File: config.mk
export PLATFORM = sky130hd
export DESIGN_NAME = lfsr_noise_gen
export DESIGN_NICKNAME = d
export VERILOG_FILES = /design/src/rtl/noise_pkg.sv /design/src/rtl/clk_en_divider.sv /design/src/rtl/lfsr_noise_gen.sv
export SDC_FILE = /design/constraint.sdc
export NUM_CORES = 1
export LEC_CHECK = 0
export CAP_MARGIN = 10
export CORE_MARGIN = 10
export CORE_UTILIZATION = 30
export CTS_BUF_LIST = sky130_fd_sc_hd__clkbuf_4 sky130_fd_sc_hd__clkbuf_8 sky130_fd_sc_hd__clkbuf_16
export DETAILED_ROUTE_END_ITERATION = 12
export PLACE_DENSITY_LB_ADDON = 0.08
export SLEW_MARGIN = 20
export SYNTH_ARGS = -nofsm -noshare
export SYNTH_HDL_FRONTEND = slang
export SYNTH_SLANG_ARGS = --single-unit
File: constraint.sdc
create_clock -name clk -period 2.7 [get_ports clk]
set_input_delay 0.27 -clock clk [delete_from_list [all_inputs] [get_ports clk]]
set_output_delay 0.27 -clock clk [all_outputs]
set_load 0.01 [all_outputs]
File: src/rtl/noise_pkg.sv
// Shared constants for the noise LFSR: maximal feedback masks per width and short-mode taps.
package noise_pkg;

  localparam int SHORT_TAP_HI = 6;
  localparam int SHORT_TAP_LO = 5;
  localparam int SEED_DEFAULT = 1;

  // Fibonacci masks (bit k = stage k) giving maximal-length sequences for widths 8..24
  function automatic logic [31:0] default_taps(input int n);
    case (n)
      8:  return 32'h0000_00B8;
      9:  return 32'h0000_0110;
      10: return 32'h0000_0240;
      11: return 32'h0000_0500;
      12: return 32'h0000_0E08;
      13: return 32'h0000_1C80;
      14: return 32'h0000_3802;
      15: return 32'h0000_6000;
      16: return 32'h0000_B400;
      17: return 32'h0001_2000;
      18: return 32'h0002_0400;
      19: return 32'h0007_2000;
      20: return 32'h0009_0000;
      21: return 32'h0014_0000;
      22: return 32'h0030_0000;
      23: return 32'h0042_0000;
      24: return 32'h00E1_0000;
      default: return 32'h0;
    endcase
  endfunction

endpackage

File: src/rtl/clk_en_divider.sv
// Enabled-cycle rate divider: one step pulse per (div+1) enabled cycles.
module clk_en_divider #(
  parameter int DIV_W = 16
) (
  input  logic             clk,
  input  logic             rst,
  input  logic             en,
  input  logic             clr,
  input  logic [DIV_W-1:0] div,
  output logic             step
);

  logic [DIV_W-1:0] cnt;

  // >= so lowering div below the running count steps on the next enabled cycle
  assign step = en && (cnt >= div);

  always_ff @(posedge clk) begin
    if (rst || clr) cnt <= '0;
    else if (en) begin
      if (step) cnt <= '0;
      else      cnt <= cnt + 1'b1;
    end
  end

endmodule

File: src/rtl/lfsr_noise_gen.sv
// Parametrised LFSR noise source with rate divider, seed load, short-period mode and lock-up recovery.
module lfsr_noise_gen
  import noise_pkg::*;
#(
  parameter int             N            = 16,
  parameter int             M            = 12,
  parameter logic [N-1:0]   TAPS         = N'(default_taps(N)),
  parameter logic [N-1:0]   SEED_DEFAULT = N'(noise_pkg::SEED_DEFAULT),
  parameter int             DIV_W        = 16
) (
  input  logic             clk,
  input  logic             rst,
  input  logic             en,
  input  logic [DIV_W-1:0] div,
  input  logic             short_mode,
  input  logic             seed_load,
  input  logic [N-1:0]     seed,
  output logic [M-1:0]     noise,
  output logic             noise_valid,
  output logic             lockup
);

  if (N < 8)              begin : g_bad_n    $error("lfsr_noise_gen: N must be >= 8");        end
  if (M > N)              begin : g_bad_m    $error("lfsr_noise_gen: M must be <= N");        end
  if (TAPS == '0)         begin : g_bad_taps $error("lfsr_noise_gen: TAPS must be nonzero");  end
  if (SEED_DEFAULT == '0) begin : g_bad_seed $error("lfsr_noise_gen: SEED_DEFAULT nonzero");  end

  logic [N-1:0] shift;
  logic         step;
  logic         fb;
  logic         stuck;

  clk_en_divider #(.DIV_W(DIV_W)) u_div (
    .clk  (clk),
    .rst  (rst),
    .en   (en),
    .clr  (seed_load),
    .div  (div),
    .step (step)
  );

  // Short mode only watches the 7-bit sub-register that drives feedback
  always_comb begin
    fb    = short_mode ? (shift[SHORT_TAP_HI] ^ shift[SHORT_TAP_LO]) : ^(shift & TAPS);
    stuck = short_mode ? (shift[SHORT_TAP_HI:0] == '0) : (shift == '0);
  end

  always_ff @(posedge clk) begin
    if (rst) begin
      shift       <= SEED_DEFAULT;
      noise_valid <= 1'b0;
      lockup      <= 1'b0;
    end else begin
      noise_valid <= 1'b0;
      lockup      <= 1'b0;
      if (seed_load) begin
        if (seed == '0) begin
          shift  <= SEED_DEFAULT;
          lockup <= 1'b1;
        end else begin
          shift  <= seed;
        end
      end else if (step) begin
        noise_valid <= 1'b1;
        if (stuck) begin
          shift  <= SEED_DEFAULT;
          lockup <= 1'b1;
        end else begin
          shift  <= {shift[N-2:0], fb};
        end
      end
    end
  end

  assign noise = shift[N-1 -: M];

endmodule

==> results of run 1 <==
-- layer usage --
layer / global-route usage, % / vias to the layer above
met3: 2.97 / 4
met2: 14.0 / 31
met4: 2.07 / 0
met1: 14.7 / 877
li1: - / 1017
met5: 0 / -
-- Yosys cell counts, drive strengths merged --
cell type  instances
and3               1
nand4              6
a31oi              2
a41o               1
a2bb2oi            1
nor4b              1
and2b              1
or4                1
mux2               4
o2111a             1
a21boi             8
nor2b              7
nand3              4
a21o               1
nor2              10
o311ai             1
a211o              1
mux2i             17
a221oi             1
or2                1
o211a              1
a21oi              7
and4               2
buf               16
a41oi              1
ha                18
inv               23
o21bai            10
nand2b            11
nor4               8
o41ai              1
a31o               1
nor3              19
nand2              9
clkbuf             9
dfxtp             34
xnor2              8
xnor3              1
o21a               2
and2              10
xor2               8
o21ai              2
-- path summary, 6_finish.rpt --
check,start,end,depth (start not counted)
min reg2reg,shift[12]$_SDFFE_PP0P_,shift[12]$_SDFFE_PP0P_,2
max reg2reg,u_div.cnt[2]$_SDFFE_PP0P_,shift[3]$_SDFFE_PP0P_,7
min,shift[12]$_SDFFE_PP0P_,shift[12]$_SDFFE_PP0P_,2
max,div[2],shift[3]$_SDFFE_PP0P_,9
-- flip-flops by register name (all words and copies together) (netlist names) --
name,flops
lockup,1
noise_valid,1
shift,16
u_div.cnt,16
-- metrics by stage --
stage          instance area, um^2  util, %
5_1_grt                       3090     39.3
3_5_place_dp                  2980     37.9
3_3_place_gp                  2980     37.9
2_1_floorplan                 2460        -
6_report                      3090     39.3
4_1_cts                       3090     39.3
-- power groups by stage --
stage                     registers [mW]  clock network (mW)  logic (mW)
after global routing               0.538               0.510       0.268
after detailed placement           0.547                   0       0.246
after CTS                          0.535               0.491       0.248
after global placement             0.547                   0       0.247
after floorplan                    0.542                   0       0.155
final                              0.535               0.470       0.245
-- logic make-up (layout without fill, tap and decap cells) --
logic type | count (synthesis) | count (layout) | share of synthesized area, %
AOI/OAI and AO/OA | 42 | 42 | 14.4
xor gates and xnor gates | 17 | 17 | 6.61
adders and majority gates | 18 | 18 | 9.15
buffers and inverters | 48 | 90 | 11.3
DFF | 34 | 34 | 27.7
muxes | 21 | 21 | 9.20
and+or+nand+nor | 91 | 91 | 21.7
-- worst max-delay path, delay by kind of cell --
kind	cells	cell delay, ns
multiplexers	1	0.34
AND/OR/NAND/NOR	1	0.25
AO/OA/AOI/OAI	3	0.68
buffers and inverters	3	0.67
adder cells (fa/ha/maj)	1	0.29
-- cell type report --
type	instances	area share, %
sequential	34	22.1
clock inverter	3	1.30
timing repair buffer	59	18.8
inverter	23	2.80
clock buffer	5	2.23
multi-input combinational	189	48.7
tap	102	4.13
==> run metrics, run 1 <==
status=finished clean; clk_lat worst skew=0.29 ns; WL final=6240 um; drt wl/cell=15.0 um; worst clock skew=0.00363 ns; Clock transition at path regs=0.07 ns; number of buffers created by CTS=5; largest net degree at the start of global routing=20; min-delay worst type=reg2reg; R2R setup slack=0.38 ns; fin crit share=86.3%; via count=1929; Antenna Cells=0; met3 wire length=261 um; Die X=111 um; #FFs+latches synth=34; largest cells by area after synthesis=dfxtp_1, ha_1, mux2i_1; Max Clk Rate=0.429 GHz; H-Tree Depth=2; post-CTS setup buffers=0; I/O Buffers=50; Cell Count, Final, Fillers Out=415; number of distinct library cells after synthesis=54; DR vias/cell=4.65; Comb pwr share=19.6%; # hold bufs at CTS=0; vias in the first global route=1914; fraction of layout cells with a size suffix above 1=10.5%; final hold vios=0; CTS Buffer Depth=2; Gate Count Post-Synth=271; RSZ-0062 raised after global routing=false; highest net fanout along the worst path=16; most common cell after layout, fill and taps aside=clkdlybuf4s50_1; Int Power=0.928 mW; clock share of power=37.6%; first-pass GRT wire length=10300 um; Die Ht=111 um; Psw=0.322 mW; ANT nets after route=0; Peak VDD IR=0.255 mV; IO Pins=51; post-synthesis sequential area ratio=27.7%; setup TNS=0 ns; met1 wire length=3280 um; max cap viols=0; Top Metal Used=met4; Starting Density=31.4%; CP startpoint kind=primary input; sequential share of power=42.8%; gr usage total=10.1%; min Tclk post-route=2.33 ns; final count of pins violating max slew=0; final net count=367; post-cts resize count=0; WP data required=2.88 ns; P_leak=1.28 nW; crit path max-delay cell type=clkdlybuf4s50_1; total power=1.25 mW; Avg Inst Size Synth=9.08 um^2; clk root buf=clkbuf_8; Setup WS pre-CTS=0.0439 ns; fillers=818; 1st-pass router iterations=4; core box area=7850 um^2; full die area=12200 um^2; commonest non-fill, non-tap cells in the layout=clkdlybuf4s50_1, dfxtp_1, inv_1; Final HPWL DP=4930 um; mapped cell area=2460 um^2; post-route setup slack=0.369 ns; Ys Warns=0; CP max stage delay=0.45 ns; area of the multi-input gates=1500 um^2; Placer Congestion=0.787; CP arrival=2.51 ns; syn_nets=326; CTS tree=yes; GRT overflow=0; area delta synth->final=25.4%; met2 WL=2650 um; Slew @ Worst Pin=0.716 ns; fraction of power spent switching nets=25.8%; number of setup violations in the final report=0; Rel. slew slack=52.1%; Iter 0 DRT Violations=65; critical path, cell by cell=clkdlybuf4s50_1, inv_1, ha_1, a31oi_1, and2b_2, o311ai_4, a31o_1, buf_12, mux2_2; placed instance count=407; number of remaining DRC errors=0; Synth area leader=dfxtp_1; Sink Count=34; Pwr Density=405 nW/um^2; Setup crit end kind=register; final hold slack=0.504 ns; post-synth top area share=27.7%; critical path type=in2reg; initial antenna violation count=0; num rows=32; register area=681 um^2
No activity file was read; power rests on OpenSTA's default activity.
==> inputs of run 2 (changes only) <==
Settings changed: ABC_CLOCK_PERIOD_IN_PS from default to 2700, SETUP_SLACK_MARGIN from default to 0.15.
==> results of run 2 <==
The final DEF is identical to that of run 1; final timing and power are the same.
==> inputs of run 3 (changes only) <==
Settings changed: DONT_BUFFER_PORTS from default to 1, GPL_ROUTABILITY_DRIVEN from default to 1.
==> run 3 against run 2 <==
  * Die area unchanged
  * Clock power decreased by 14%
  * Non-clock buffer count decreased by 56
  * Fmax decreased by 0.19%
  * Core utilization fell by 7.3 points
  * Power down 13%
  * Final cell count fell by 13%
  * Combinational power fell by 42%
  * Clock-buffer cell count rose by 2
  * Worst hold slack got worse by 0.45 ns
  * Largest power group unchanged
  * Highest routed layer unchanged
==> run metrics, run 3 (synthesized netlist as in run 1, its figures left out) <==
status=finished clean (unchanged); sequential share of power=49.8% (was 42.8%); CP max stage delay=0.43 ns (was 0.45 ns); Comb pwr share=13.0% (was 19.6%); worst clock skew=0.00689 ns (was 0.00363 ns); 1st-pass router iterations=4 (unchanged); H-Tree Depth=2 (unchanged); commonest non-fill, non-tap cells in the layout=dfxtp_1, inv_1, nor3_1, ha_1, mux2i_1 (was clkdlybuf4s50_1, dfxtp_1, inv_1); number of remaining DRC errors=0 (unchanged); Setup crit end kind=register (unchanged); fin crit share=86.5% (was 86.3%); DR vias/cell=4.79 (was 4.65); ANT nets after route=0 (unchanged); area delta synth->final=2.19% (was 25.4%); # hold bufs at CTS=0 (unchanged); Max Clk Rate=0.428 GHz (was 0.429 GHz); post-route setup slack=0.364 ns (was 0.369 ns); RSZ-0062 raised after global routing=false (unchanged); min-delay worst type=in2reg (was reg2reg); clock share of power=37.2% (was 37.6%); most common cell after layout, fill and taps aside=dfxtp_1 (was clkdlybuf4s50_1); Die X=111 um (unchanged); hold path depth=1 (was 2); final count of pins violating max slew=0 (unchanged); Placer Congestion=0.716 (was 0.787); CP arrival=2.54 ns (was 2.51 ns); final core utilization=32.0% (was 39.3%); critical path, cell by cell=inv_1, ha_1, a31oi_1, and2b_2, o311ai_4, a31o_1, buf_4, mux2i_1 (was clkdlybuf4s50_1, inv_1, ha_1, a31oi_1, and2b_2, o311ai_4, a31o_1, buf_12, mux2_2); post-CTS setup buffers=0 (unchanged); Psw=0.284 mW (was 0.322 mW); setup TNS=0 ns (unchanged); Starting Density=31.4% (unchanged); core box area=7850 um^2 (unchanged); initial antenna violation count=0 (unchanged); WP data required=2.91 ns (was 2.88 ns); critical path type=reg2reg (was in2reg); first-pass GRT wire length=10100 um (was 10300 um); Pwr Density=433 nW/um^2 (was 405 nW/um^2); highest net fanout along the worst path=12 (was 16); crit path max-delay cell type=dfxtp_1 (was clkdlybuf4s50_1); Stages on worst setup path=8 (was 9); Rel. slew slack=36.7% (was 52.1%); Clock transition at path regs=0.07 ns (about the same); CTS Buffer Depth=2 (unchanged); P_leak=1.05 nW (was 1.28 nW); met2 Use GR=14.7% (was 14.0%); met1 Use GR=13.2% (was 14.7%); drt wl/cell=17.1 um (was 15.0 um); WL final=6130 um (was 6240 um); largest net degree at the start of global routing=50 (was 20); Int Power=0.806 mW (was 0.928 mW); vias in the first global route=1822 (was 1914); min Tclk post-route=2.34 ns (was 2.33 ns); number of buffers created by CTS=5 (unchanged); clk root buf=clkbuf_8 (unchanged); full die area=12200 um^2 (unchanged); max cap viols=0 (unchanged); fraction of layout cells with a size suffix above 1=10.5% (about the same); I/O Buffers=0 (was 50); Sink Count=34 (unchanged); Final HPWL DP=4720 um (was 4930 um); delay-heaviest family, CP=compound AO/OA/AOI/OAI gates (unchanged); Iter 0 DRT Violations=56 (was 65); fraction of power spent switching nets=26.1% (was 25.8%); clk_lat worst skew=0.28 ns (was 0.29 ns); top flop regs=shift (16), u_div.cnt (16) (unchanged); num rows=32 (unchanged); Setup WS pre-CTS=0.370 ns (was 0.0439 ns); Slew @ Worst Pin=0.938 ns (was 0.716 ns); final hold vios=0 (unchanged); final net count=311 (was 367); fillers=855 (was 818); Die Ht=111 um (unchanged); gr usage total=10.0% (was 10.1%); CTS tree=yes (unchanged); Peak VDD IR=0.147 mV (was 0.255 mV); number of setup violations in the final report=0 (unchanged); via count=1719 (was 1929); Antenna Cells=0 (unchanged); post-cts resize count=0 (unchanged); Top Usage Layer GRT=met2 (was met1); IO Pins=51 (unchanged); CP startpoint kind=register (was primary input); Reg2Reg Depth=8 (was 7); GRT overflow=0 (unchanged); buffers and inverters on the worst path=2 (was 3); met3 Usage GRT=4.21% (was 2.97%)
run 3: cell count changes in the layout (fill, tap and decap cells not counted):
cell / previous run / this run
buf_4: 8 / 3
clkbuf_8: 5 / 6
clkbuf_4: 0 / 1
bufinv_16: 1 / 0
buf_12: 1 / 0
clkinv_2: 2 / 1
clkdlybuf4s50_1: 50 / 0
run 3: power by group through the flow:
stage | Clock, mW | Combinational [mW] | Sequential [mW]
after floorplan | 0 | 0.155 | 0.542
after global placement | 0 | 0.145 | 0.555
after detailed placement | 0 | 0.142 | 0.555
after CTS | 0.426 | 0.144 | 0.543
after global routing | 0.447 | 0.160 | 0.545
final | 0.406 | 0.142 | 0.542
run 3: routing by layer:
layer	share of wire, %	vias up
met2	42	36
met3	7.2	2
li1	-	901
met5	0	-
met4	0.51	0
met1	50	780
run 3: worst register-to-register path: cells and delay by family, from the launching register on:
| kind | cells | cell delay (ns) |
|---|---|---|
| flops | 1 | 0.43 |
| buf+inv | 2 | 0.38 |
| compound gates | 3 | 0.73 |
| mux | 1 | 0.21 |
| simple gates | 1 | 0.24 |
| fa+ha+maj | 1 | 0.26 |
run 3: metrics by stage:
step | hold slack (ns) | std cells | total power [mW] | area, um^2
floorplan | 0.466 | 271 | 0.697 | 2460
global placement | 0.350 | 351 | 0.700 | 2420
detailed placement | 0.352 | 351 | 0.697 | 2420
CTS | 0.0407 | 359 | 1.11 | 2510
global route | 0.0358 | 359 | 1.15 | 2510
finish | 0.0510 | 359 | 1.09 | 2510
run 3: worst paths after layout:
check / from / to / slack (ns)
min: rst / lockup$_SDFF_PP0_ / 0.05
max reg2reg: u_div.cnt[0]$_SDFFE_PP0P_ / shift[10]$_SDFFE_PP0P_ / 0.36
max: u_div.cnt[0]$_SDFFE_PP0P_ / shift[10]$_SDFFE_PP0P_ / 0.36
min reg2reg: shift[0]$_SDFFE_PP1P_ / shift[0]$_SDFFE_PP1P_ / 0.55
run 3: layout make-up:
cell class                      count  area, um^2  share of cell area, %
Multi-Input combinational cell    189        1500                   59.8
Clock buffer                        7        90.1                   3.58
Inverter                           23        86.3                   3.43
Clock inverter                      1        5.00                  0.199
Sequential cell                    34         681                   27.1
Tap cell                          102         128                   5.07
Timing Repair Buffer                3        22.5                  0.896
